$ cat src/rtl/axi_pkg.sv
// Shared types and constants for the two-master AXI read arbiter.
// Masters are addressed by a one-bit index throughout the block.
package axi_pkg;

  typedef enum logic [1:0] {
    IDLE = 2'd0,
    ADDR = 2'd1,
    DATA = 2'd2
  } arb_state_t;

  localparam logic [1:0] AXI_RESP_OKAY = 2'b00;

  localparam logic M_IFU = 1'b0;
  localparam logic M_LSU = 1'b1;

endpackage

$ cat src/rtl/rr_pick2.sv
// Two-way round-robin selector: a lone requester wins, and on a tie the
// master that did not win last time gets the grant.
module rr_pick2
  import axi_pkg::*;
(
  input  logic [1:0] req,
  input  logic       last,
  output logic       grant
);

  always_comb begin
    grant = M_IFU;
    if (req == 2'b11) begin
      grant = ~last;
    end else if (req[M_LSU]) begin
      grant = M_LSU;
    end
  end

endmodule

$ cat src/rtl/axi_rd_arbiter.sv
// Shares one AXI read slave between the instruction fetch unit (m0) and the
// load/store unit (m1); grant is held from address phase to the last beat.
module axi_rd_arbiter
  import axi_pkg::*;
#(
  parameter int ADDR_W = 64,
  parameter int DATA_W = 64
) (
  input  logic              clk,
  input  logic              reset,

  input  logic              m0_ar_valid,
  output logic              m0_ar_ready,
  input  logic [ADDR_W-1:0] m0_ar_addr,
  input  logic [7:0]        m0_ar_len,
  input  logic [2:0]        m0_ar_size,
  input  logic [3:0]        m0_ar_id,
  output logic              m0_rd_valid,
  input  logic              m0_rd_ready,
  output logic [DATA_W-1:0] m0_rd_data,
  output logic [1:0]        m0_rd_resp,
  output logic              m0_rd_last,
  output logic [3:0]        m0_rd_id,

  input  logic              m1_ar_valid,
  output logic              m1_ar_ready,
  input  logic [ADDR_W-1:0] m1_ar_addr,
  input  logic [7:0]        m1_ar_len,
  input  logic [2:0]        m1_ar_size,
  input  logic [3:0]        m1_ar_id,
  output logic              m1_rd_valid,
  input  logic              m1_rd_ready,
  output logic [DATA_W-1:0] m1_rd_data,
  output logic [1:0]        m1_rd_resp,
  output logic              m1_rd_last,
  output logic [3:0]        m1_rd_id,

  output logic              s_ar_valid,
  input  logic              s_ar_ready,
  output logic [ADDR_W-1:0] s_ar_addr,
  output logic [7:0]        s_ar_len,
  output logic [2:0]        s_ar_size,
  output logic [3:0]        s_ar_id,
  input  logic              s_rd_valid,
  output logic              s_rd_ready,
  input  logic [DATA_W-1:0] s_rd_data,
  input  logic [1:0]        s_rd_resp,
  input  logic              s_rd_last,
  input  logic [3:0]        s_rd_id,

  output logic              err,
  output arb_state_t        state
);

  // Handshakes: a transfer happens on a rising edge where valid and ready are
  // both high; valid never waits on ready, ready may depend on valid.
  arb_state_t state_q, state_d;
  logic       grant_q, grant_d;
  logic       last_grant_q, last_grant_d;
  logic [7:0] beats_left_q, beats_left_d;
  logic       err_q, err_d;
  logic       pick;

  logic              g_ar_valid;
  logic [ADDR_W-1:0] g_ar_addr;
  logic [7:0]        g_ar_len;
  logic [2:0]        g_ar_size;
  logic [3:0]        g_ar_id;
  logic              g_rd_ready;
  logic              rd_hs;

  rr_pick2 u_pick (
    .req   ({m1_ar_valid, m0_ar_valid}),
    .last  (last_grant_q),
    .grant (pick)
  );

  assign g_ar_valid = (grant_q == M_LSU) ? m1_ar_valid : m0_ar_valid;
  assign g_ar_addr  = (grant_q == M_LSU) ? m1_ar_addr  : m0_ar_addr;
  assign g_ar_len   = (grant_q == M_LSU) ? m1_ar_len   : m0_ar_len;
  assign g_ar_size  = (grant_q == M_LSU) ? m1_ar_size  : m0_ar_size;
  assign g_ar_id    = (grant_q == M_LSU) ? m1_ar_id    : m0_ar_id;
  assign g_rd_ready = (grant_q == M_LSU) ? m1_rd_ready : m0_rd_ready;
  assign rd_hs      = (state_q == DATA) && s_rd_valid && g_rd_ready;

  always_ff @(posedge clk) begin
    if (reset) begin
      state_q      <= IDLE;
      grant_q      <= M_IFU;
      last_grant_q <= M_LSU;
      beats_left_q <= 8'd0;
      err_q        <= 1'b0;
    end else begin
      state_q      <= state_d;
      grant_q      <= grant_d;
      last_grant_q <= last_grant_d;
      beats_left_q <= beats_left_d;
      err_q        <= err_d;
    end
  end

  always_comb begin
    state_d      = state_q;
    grant_d      = grant_q;
    last_grant_d = last_grant_q;
    beats_left_d = beats_left_q;
    err_d        = err_q;

    s_ar_valid  = 1'b0;
    s_ar_addr   = '0;
    s_ar_len    = 8'd0;
    s_ar_size   = 3'd0;
    s_ar_id     = 4'd0;
    s_rd_ready  = 1'b0;
    m0_ar_ready = 1'b0;
    m1_ar_ready = 1'b0;
    m0_rd_valid = 1'b0;
    m0_rd_data  = '0;
    m0_rd_resp  = AXI_RESP_OKAY;
    m0_rd_last  = 1'b0;
    m0_rd_id    = 4'd0;
    m1_rd_valid = 1'b0;
    m1_rd_data  = '0;
    m1_rd_resp  = AXI_RESP_OKAY;
    m1_rd_last  = 1'b0;
    m1_rd_id    = 4'd0;

    case (state_q)
      IDLE: begin
        if (m0_ar_valid || m1_ar_valid) begin
          grant_d = pick;
          state_d = ADDR;
        end
      end
      ADDR: begin
        // A master that drops valid here simply stalls the address phase.
        s_ar_valid = g_ar_valid;
        s_ar_addr  = g_ar_addr;
        s_ar_len   = g_ar_len;
        s_ar_size  = g_ar_size;
        s_ar_id    = g_ar_id;
        if (grant_q == M_LSU) m1_ar_ready = s_ar_ready;
        else                  m0_ar_ready = s_ar_ready;
        if (g_ar_valid && s_ar_ready) begin
          beats_left_d = g_ar_len;
          state_d      = DATA;
        end
      end
      DATA: begin
        s_rd_ready = g_rd_ready;
        if (grant_q == M_LSU) begin
          m1_rd_valid = s_rd_valid;
          m1_rd_data  = s_rd_data;
          m1_rd_resp  = s_rd_resp;
          m1_rd_last  = s_rd_last;
          m1_rd_id    = s_rd_id;
        end else begin
          m0_rd_valid = s_rd_valid;
          m0_rd_data  = s_rd_data;
          m0_rd_resp  = s_rd_resp;
          m0_rd_last  = s_rd_last;
          m0_rd_id    = s_rd_id;
        end
        if (rd_hs) begin
          if (s_rd_last) begin
            if (beats_left_q != 8'd0) err_d = 1'b1;
            last_grant_d = grant_q;
            state_d      = IDLE;
          end else if (beats_left_q == 8'd0) begin
            err_d = 1'b1;
          end else begin
            beats_left_d = beats_left_q - 8'd1;
          end
        end
      end
      default: state_d = IDLE;
    endcase
  end

  assign err   = err_q;
  assign state = state_q;

endmodule

$ cat config.mk
export PLATFORM = sky130hd
export DESIGN_NAME = axi_rd_arbiter
export DESIGN_NICKNAME = d
export VERILOG_FILES = /design/src/rtl/axi_pkg.sv /design/src/rtl/rr_pick2.sv /design/src/rtl/axi_rd_arbiter.sv
export SDC_FILE = /design/constraint.sdc
export NUM_CORES = 1
export LEC_CHECK = 0
export ABC_AREA = 1
export BUFFER_PORTS_ARGS = -buffer_cell sky130_fd_sc_hd__buf_2
export CAP_MARGIN = 10
export CORE_AREA = 2 2 183 185
export CTS_CLUSTER_SIZE = 20
export DETAILED_ROUTE_END_ITERATION = 12
export DIE_AREA = 0 0 185 187
export PLACE_DENSITY_LB_ADDON = 0.25
export SLEW_MARGIN = 10
export SYNTH_ARGS = -nofsm -noshare
export SYNTH_HDL_FRONTEND = slang
export SYNTH_SLANG_ARGS = --single-unit
$ cat constraint.sdc
create_clock -name clk -period 1.9 [get_ports clk]
set_clock_uncertainty 0.05 [all_clocks]
set_input_delay 0.19 -clock clk [delete_from_list [all_inputs] [get_ports clk]]
set_output_delay 0.19 -clock clk [all_outputs]
set_load 0.01 [all_outputs]
======== Word-level counts from Yosys, hierarchy flattened ========
Cells that the tools add are included.
storage, ports and cells
  word-level logic and storage cells ...... 82
  bits in writable memories ............... 0
  memories kept ........................... 0
  input bits .............................. 237
  bits in registers ....................... 13
  bits in latches ......................... 0
  output and inout port bits .............. 230
  bits in read-only memories .............. 0
operators by class
  reduce and logical (&&, ||, !) cells .... 14
  eq/ne operators ......................... 10
  mux-type cells .......................... 51
  shifts and indexed selects .............. 0
  $lt $le $gt $ge ......................... 0
  divide/modulo/power cells ............... 0
  bitwise logic cells ..................... 1
  add/sub/neg operators ................... 1
  multipliers ............................. 0
operators with widths
  cell                                                    number
  two-way mux 64 bit                                      6
  two-way mux 8 bit                                       6
  two-way mux 4 bit                                       6
  two-way mux 1 bit                                       21
  two-way mux 2 bit                                       8
  case mux 8 bit (2 select lines)                         1
  inequality test 2 bit (second input constant)           6
  logical NOT 8 bit                                       1
  AND reduction 4 bit                                     2
  nonzero test 8 bit                                      1
  subtractor 8 x 1 -> 8 bit (second input constant)       1
  two-way mux 3 bit                                       2
  case mux 2 bit (3 select lines)                         1
  AND reduction 5 bit                                     1
  equality test 2 bit (second input constant)             2
  nonzero test 2 bit                                      2
  logical AND 1 bit                                       3
  AND reduction 3 bit                                     1
  equality test 2 x 1 -> 1 bit (second input constant)    1
  logical NOT 2 bit                                       1
  inequality test 2 x 1 -> 1 bit (second input constant)  1
  AND reduction 2 bit                                     1
  logical OR 1 bit                                        1
  NOT 1 bit                                               1

======== Logic depth before layout (Yosys ltp) ========
  word-level depth ........................ 5
  gate-level depth with buffers ........... 12
  depth with buffers taken out ............ 11

======== Modules after synthesis ========
From an unflattened synthesis, not the netlist that was laid out.
unflattened totals
  cells, all modules ...................... 674
  area, all modules ....................... 3,020.4 µm²
by module, submodules not included
  module          seq. area each (µm²)  area each (µm²)  instances  cells an instance
  axi_rd_arbiter  260.2                 3,007.9          1          672
  rr_pick2        0.0                   12.5             1          2

======== Least setup slack after synthesis ========
OpenSTA, ideal clock, no wires.
  kind .................................... flip-flop to output port
  start ................................... register state_q[1], in the netlist state[1]
  end ..................................... output s_ar_addr[39]
  cell stages (with the launch flop) ...... 6
  data arrival time ....................... 1.224 ns
  path slack .............................. 0.436 ns
  required time ........................... 1.660 ns
  cells stage by stage .................... dfxtp_1 -> inv_2 -> nand2_1 -> clkbuf_1 -> clkbuf_1 -> a21oi_1
between the ends
  longest elaborated chain between the ends .. 2
ends and longest elaborated chain
  what                          line                   source
  start: declaration            axi_rd_arbiter.sv:57   arb_state_t state_q, state_d;
  start signal: assignment      axi_rd_arbiter.sv:94   state_q <= state_d;
  equality test 2 x 1 -> 1 bit  axi_rd_arbiter.sv:128  case (state_q)
  two-way mux 64 bit            axi_rd_arbiter.sv:128
  end: declaration              axi_rd_arbiter.sv:40   output logic [ADDR_W-1:0] s_ar_addr,
Every way passes these cells.

======== Worst setup path after layout ========
  start ................................... register grant_q
  end ..................................... output s_ar_len[6]
between the ends
  longest elaborated chain between the ends .. 2
ends and longest elaborated chain
  what                      line                   source
  start: declaration        axi_rd_arbiter.sv:58   logic grant_q, grant_d;
  start signal: assignment  axi_rd_arbiter.sv:95   grant_q <= grant_d;
  two-way mux 8 bit         axi_rd_arbiter.sv:80   assign g_ar_len = (grant_q == M_LSU) ? m1_ar_len : m0_ar_len;
  two-way mux 8 bit         axi_rd_arbiter.sv:128
  end: declaration          axi_rd_arbiter.sv:41   output logic [7:0] s_ar_len,
Every way passes these cells.

==> results.json <==
{
  "run_status": "finished, final reports clean",
  "holdBufCountCts": 0,
  "hold_viol_final": 0,
  "max-cap-violations": 0,
  "post_synth_num_cell_types": 27,
  "synth_mux_area_frac": 0.00673,
  "antenna_found_initial": 3,
  "ys_seq_elements": 13,
  "holdCritPathClass": "primary input to flop",
  "final_total_power_w": 0.00234,
  "cts_num_sinks": 13,
  "critPathMaxFanout": 11,
  "finalWorstSetupSlack_ns": 0.107,
  "cts.htree.levels": 1,
  "pre_cts_ws_ns": 0.217,
  "final.fill_count": 3939,
  "synth_compound_area_frac": 0.164,
  "postSynthNetCount": 903,
  "drtPass1Iterations": 4,
  "area_delta_synth_final_pct": 102,
  "vias_per_cell": 3.60,
  "clk_path_buf_depth": 2,
  "synthesized_area_per_cell_um2": 4.48,
  "route.vias.total": 5612,
  "netlist_instances": 664,
  "fin_setup_tns_ns": 0,
  "p_leak_nw": 4.07,
  "post_synth_and_or_nand_nor_area_fraction": 0.538,
  "period_needed_ns": 1.79,
  "rrSetupSlack_ns": 0.25,
  "final_instance_area_um2": 5990,
  "ctsRootBufferMaster": "sky130_fd_sc_hd__clkbuf_16",
  "worst_setup_path_end_kind": "output pin",
  "regArea_um2": 264,
  "worst-slew-pin-transition_ns": 0.353,
  "worst_setup_hold_path_clk_slew_ns": 0.05,
  "yosysSeqAreaShare": 0.0875,
  "reg2reg_to": "beats_left_q[7]",
  "worstSkewPairLatency_ns": 0.24,
  "drv_slew": 0,
  "startpoint_of_the_worst_slack_reg_to_reg_timing_path": "state[1]",
  "final_common_cell": "sky130_fd_sc_hd__buf_2",
  "dpl-instance-area_um2": 5860,
  "netlist_area_um2": 2970,
  "final_layout_size_suffix_gt1_frac": 0.456,
  "die_height_um": 187,
  "worst-setup-path-type": "flop to output pin",
  "tritoncts.num_buffers": 3,
  "post-route-period-util": 0.944,
  "rows": 67,
  "drt_iter0_drc": 261,
  "drt.antenna.violating_nets": 0,
  "die_x_um": 185,
  "buffer_ports.inserted": 466,
  "synth_top_area_frac": 0.259,
  "io_pins": 467,
  "num-nets-final": 1351,
  "netlist_top_cells_area": "sky130_fd_sc_hd__nand2_1 26%, sky130_fd_sc_hd__nor2_1 23%, sky130_fd_sc_hd__a21oi_1 14%",
  "timing.slew.headroom": 0.764,
  "critPathLaunch": "grant_q",
  "holdCritStartpoint": "reset",
  "post_route_wl_um": 19800,
  "fp.dieArea_um2": 34600,
  "setup_violators_final": 0,
  "place_congestion": 0.800,
  "synth-warning-count": 0,
  "hpwlAfterDp_um": 16400,
  "timing.critical_path.required_ns": 1.66,
  "cts_tree": "done",
  "synth_adder_area_share": 0.00842,
  "placeableCoreArea_um2": 32900,
  "synthXorXnorAreaFrac": 0.00295,
  "grt_first_pass_wirelength_um": 28700,
  "most_used_cells_in_the_layout_excluding_fill_and_tap_cells": "466 x sky130_fd_sc_hd__buf_2, 202 x sky130_fd_sc_hd__nand2_1, 180 x sky130_fd_sc_hd__nor2_1",
  "powerDensity_nw_per_um2": 390,
  "track_usage": 0.106,
  "worst_r2r_path_depth": 9,
  "yosys.area.top_type": "sky130_fd_sc_hd__nand2_1",
  "initial_core_util": 0.0905,
  "grt_max_degree": 62,
  "grt.overflow.total": 0,
  "timing.critical_path.to": "s_ar_len[6]",
  "detail_route.wl_per_cell_um": 12.7,
  "fmax_ghz": 0.558,
  "synth_top_family_by_area": "simple AND/OR/NAND/NOR gates",
  "worst_ir_drop_vdd_mv": 0.250,
  "drc": 0,
  "crit_path_start_kind": "flop",
  "multi_input_gate_area_um2": 2150,
  "grt_pass1_vias": 5267,
  "worst-endpoint-arrival_ns": 1.55,
  "grt_setup_unrepaired": "false"
}
logic make-up (layout without fill, tap and decap cells):
family                     after synthesis  count (layout)
DFF                                     13              13
AOI/OAI and AO/OA                       94              94
adders and majority gates                2               2
muxes                                    2               2
xor gates and xnor gates                 1               1
other                                    0               1
buffers and inverters                  142             589
and+or+nand+nor                        410             410
synth_stat cells, drive strengths merged:
library cell,instances
a21oi,81
clkbuf,18
buf,24
or2,3
inv,99
a211oi,1
dfxtp,13
nor3,2
o21ai,8
ha,2
xor2,1
mux2i,2
o21a,2
clkinv,1
a21boi,1
nand3,15
nand2,207
o211ai,1
nor2,183
sequential cells by signal, summed over array words and instances, names as in the netlist:
name / flops
beats_left_q: 8
state: 2
err: 1
grant_q: 1
last_grant_q: 1
stage by stage:
step / util / std cells / hold slack [ns]
after floorplan: - / 664 / 0.209
after global placement: 0.178 / 1552 / 0.403
after detailed placement: 0.178 / 1552 / 0.403
after CTS: 0.182 / 1559 / 0.143
after global routing: 0.182 / 1559 / 0.164
final: 0.182 / 1560 / 0.146
timing repair:
| action | in CTS | in global routing |
|---|---|---|
| resized for setup | 1 | 0 |
| endpoints found under the setup margin | 5 | 0 |
| buffers inserted | 2 | 0 |
power breakdown:
part           internal (W)  switching (W)
Sequential         0.000308      0.0000319
Combinational      0.000633       0.000953
Clock              0.000284       0.000126
Total               0.00122        0.00111
worst max-delay path: stages (launching register included):
cell,delay (ns)
sky130_fd_sc_hd__dfxtp_4,0.40
sky130_fd_sc_hd__inv_4,0.10
sky130_fd_sc_hd__buf_4,0.18
sky130_fd_sc_hd__or2_2,0.28
sky130_fd_sc_hd__o21a_1,0.12
sky130_fd_sc_hd__inv_1,0.06
sky130_fd_sc_hd__nor2_1,0.03
sky130_fd_sc_hd__buf_2,0.14
worst min-delay path by stage:
stage	endpoint	cells after the start
4_1_cts	grant_q	2
2_1_floorplan	state[0]	1
6_report	grant_q	2
3_3_place_gp	err	2
5_1_grt	grant_q	2
3_5_place_dp	grant_q	2
routing by layer:
layer,up-vias,wire [µm],global-route usage,part of all wire
li1,2873,-,-,-
met1,2446,7840,0.117,0.40
met2,279,10300,0.210,0.52
met3,10,1520,0.0169,0.077
met4,4,144,0.0153,0.0073
met5,-,26,0,0.0013
area by class of cell:
cell class,count,share of cell area
tap,448,0.0935
sequential,13,0.0440
multi-input combinational,509,0.358
inverter,100,0.0630
clock buffer,4,0.0131
timing repair buffer,485,0.427
antenna,1,0.000417
Note: power is estimated with default switching activity, not from simulation.
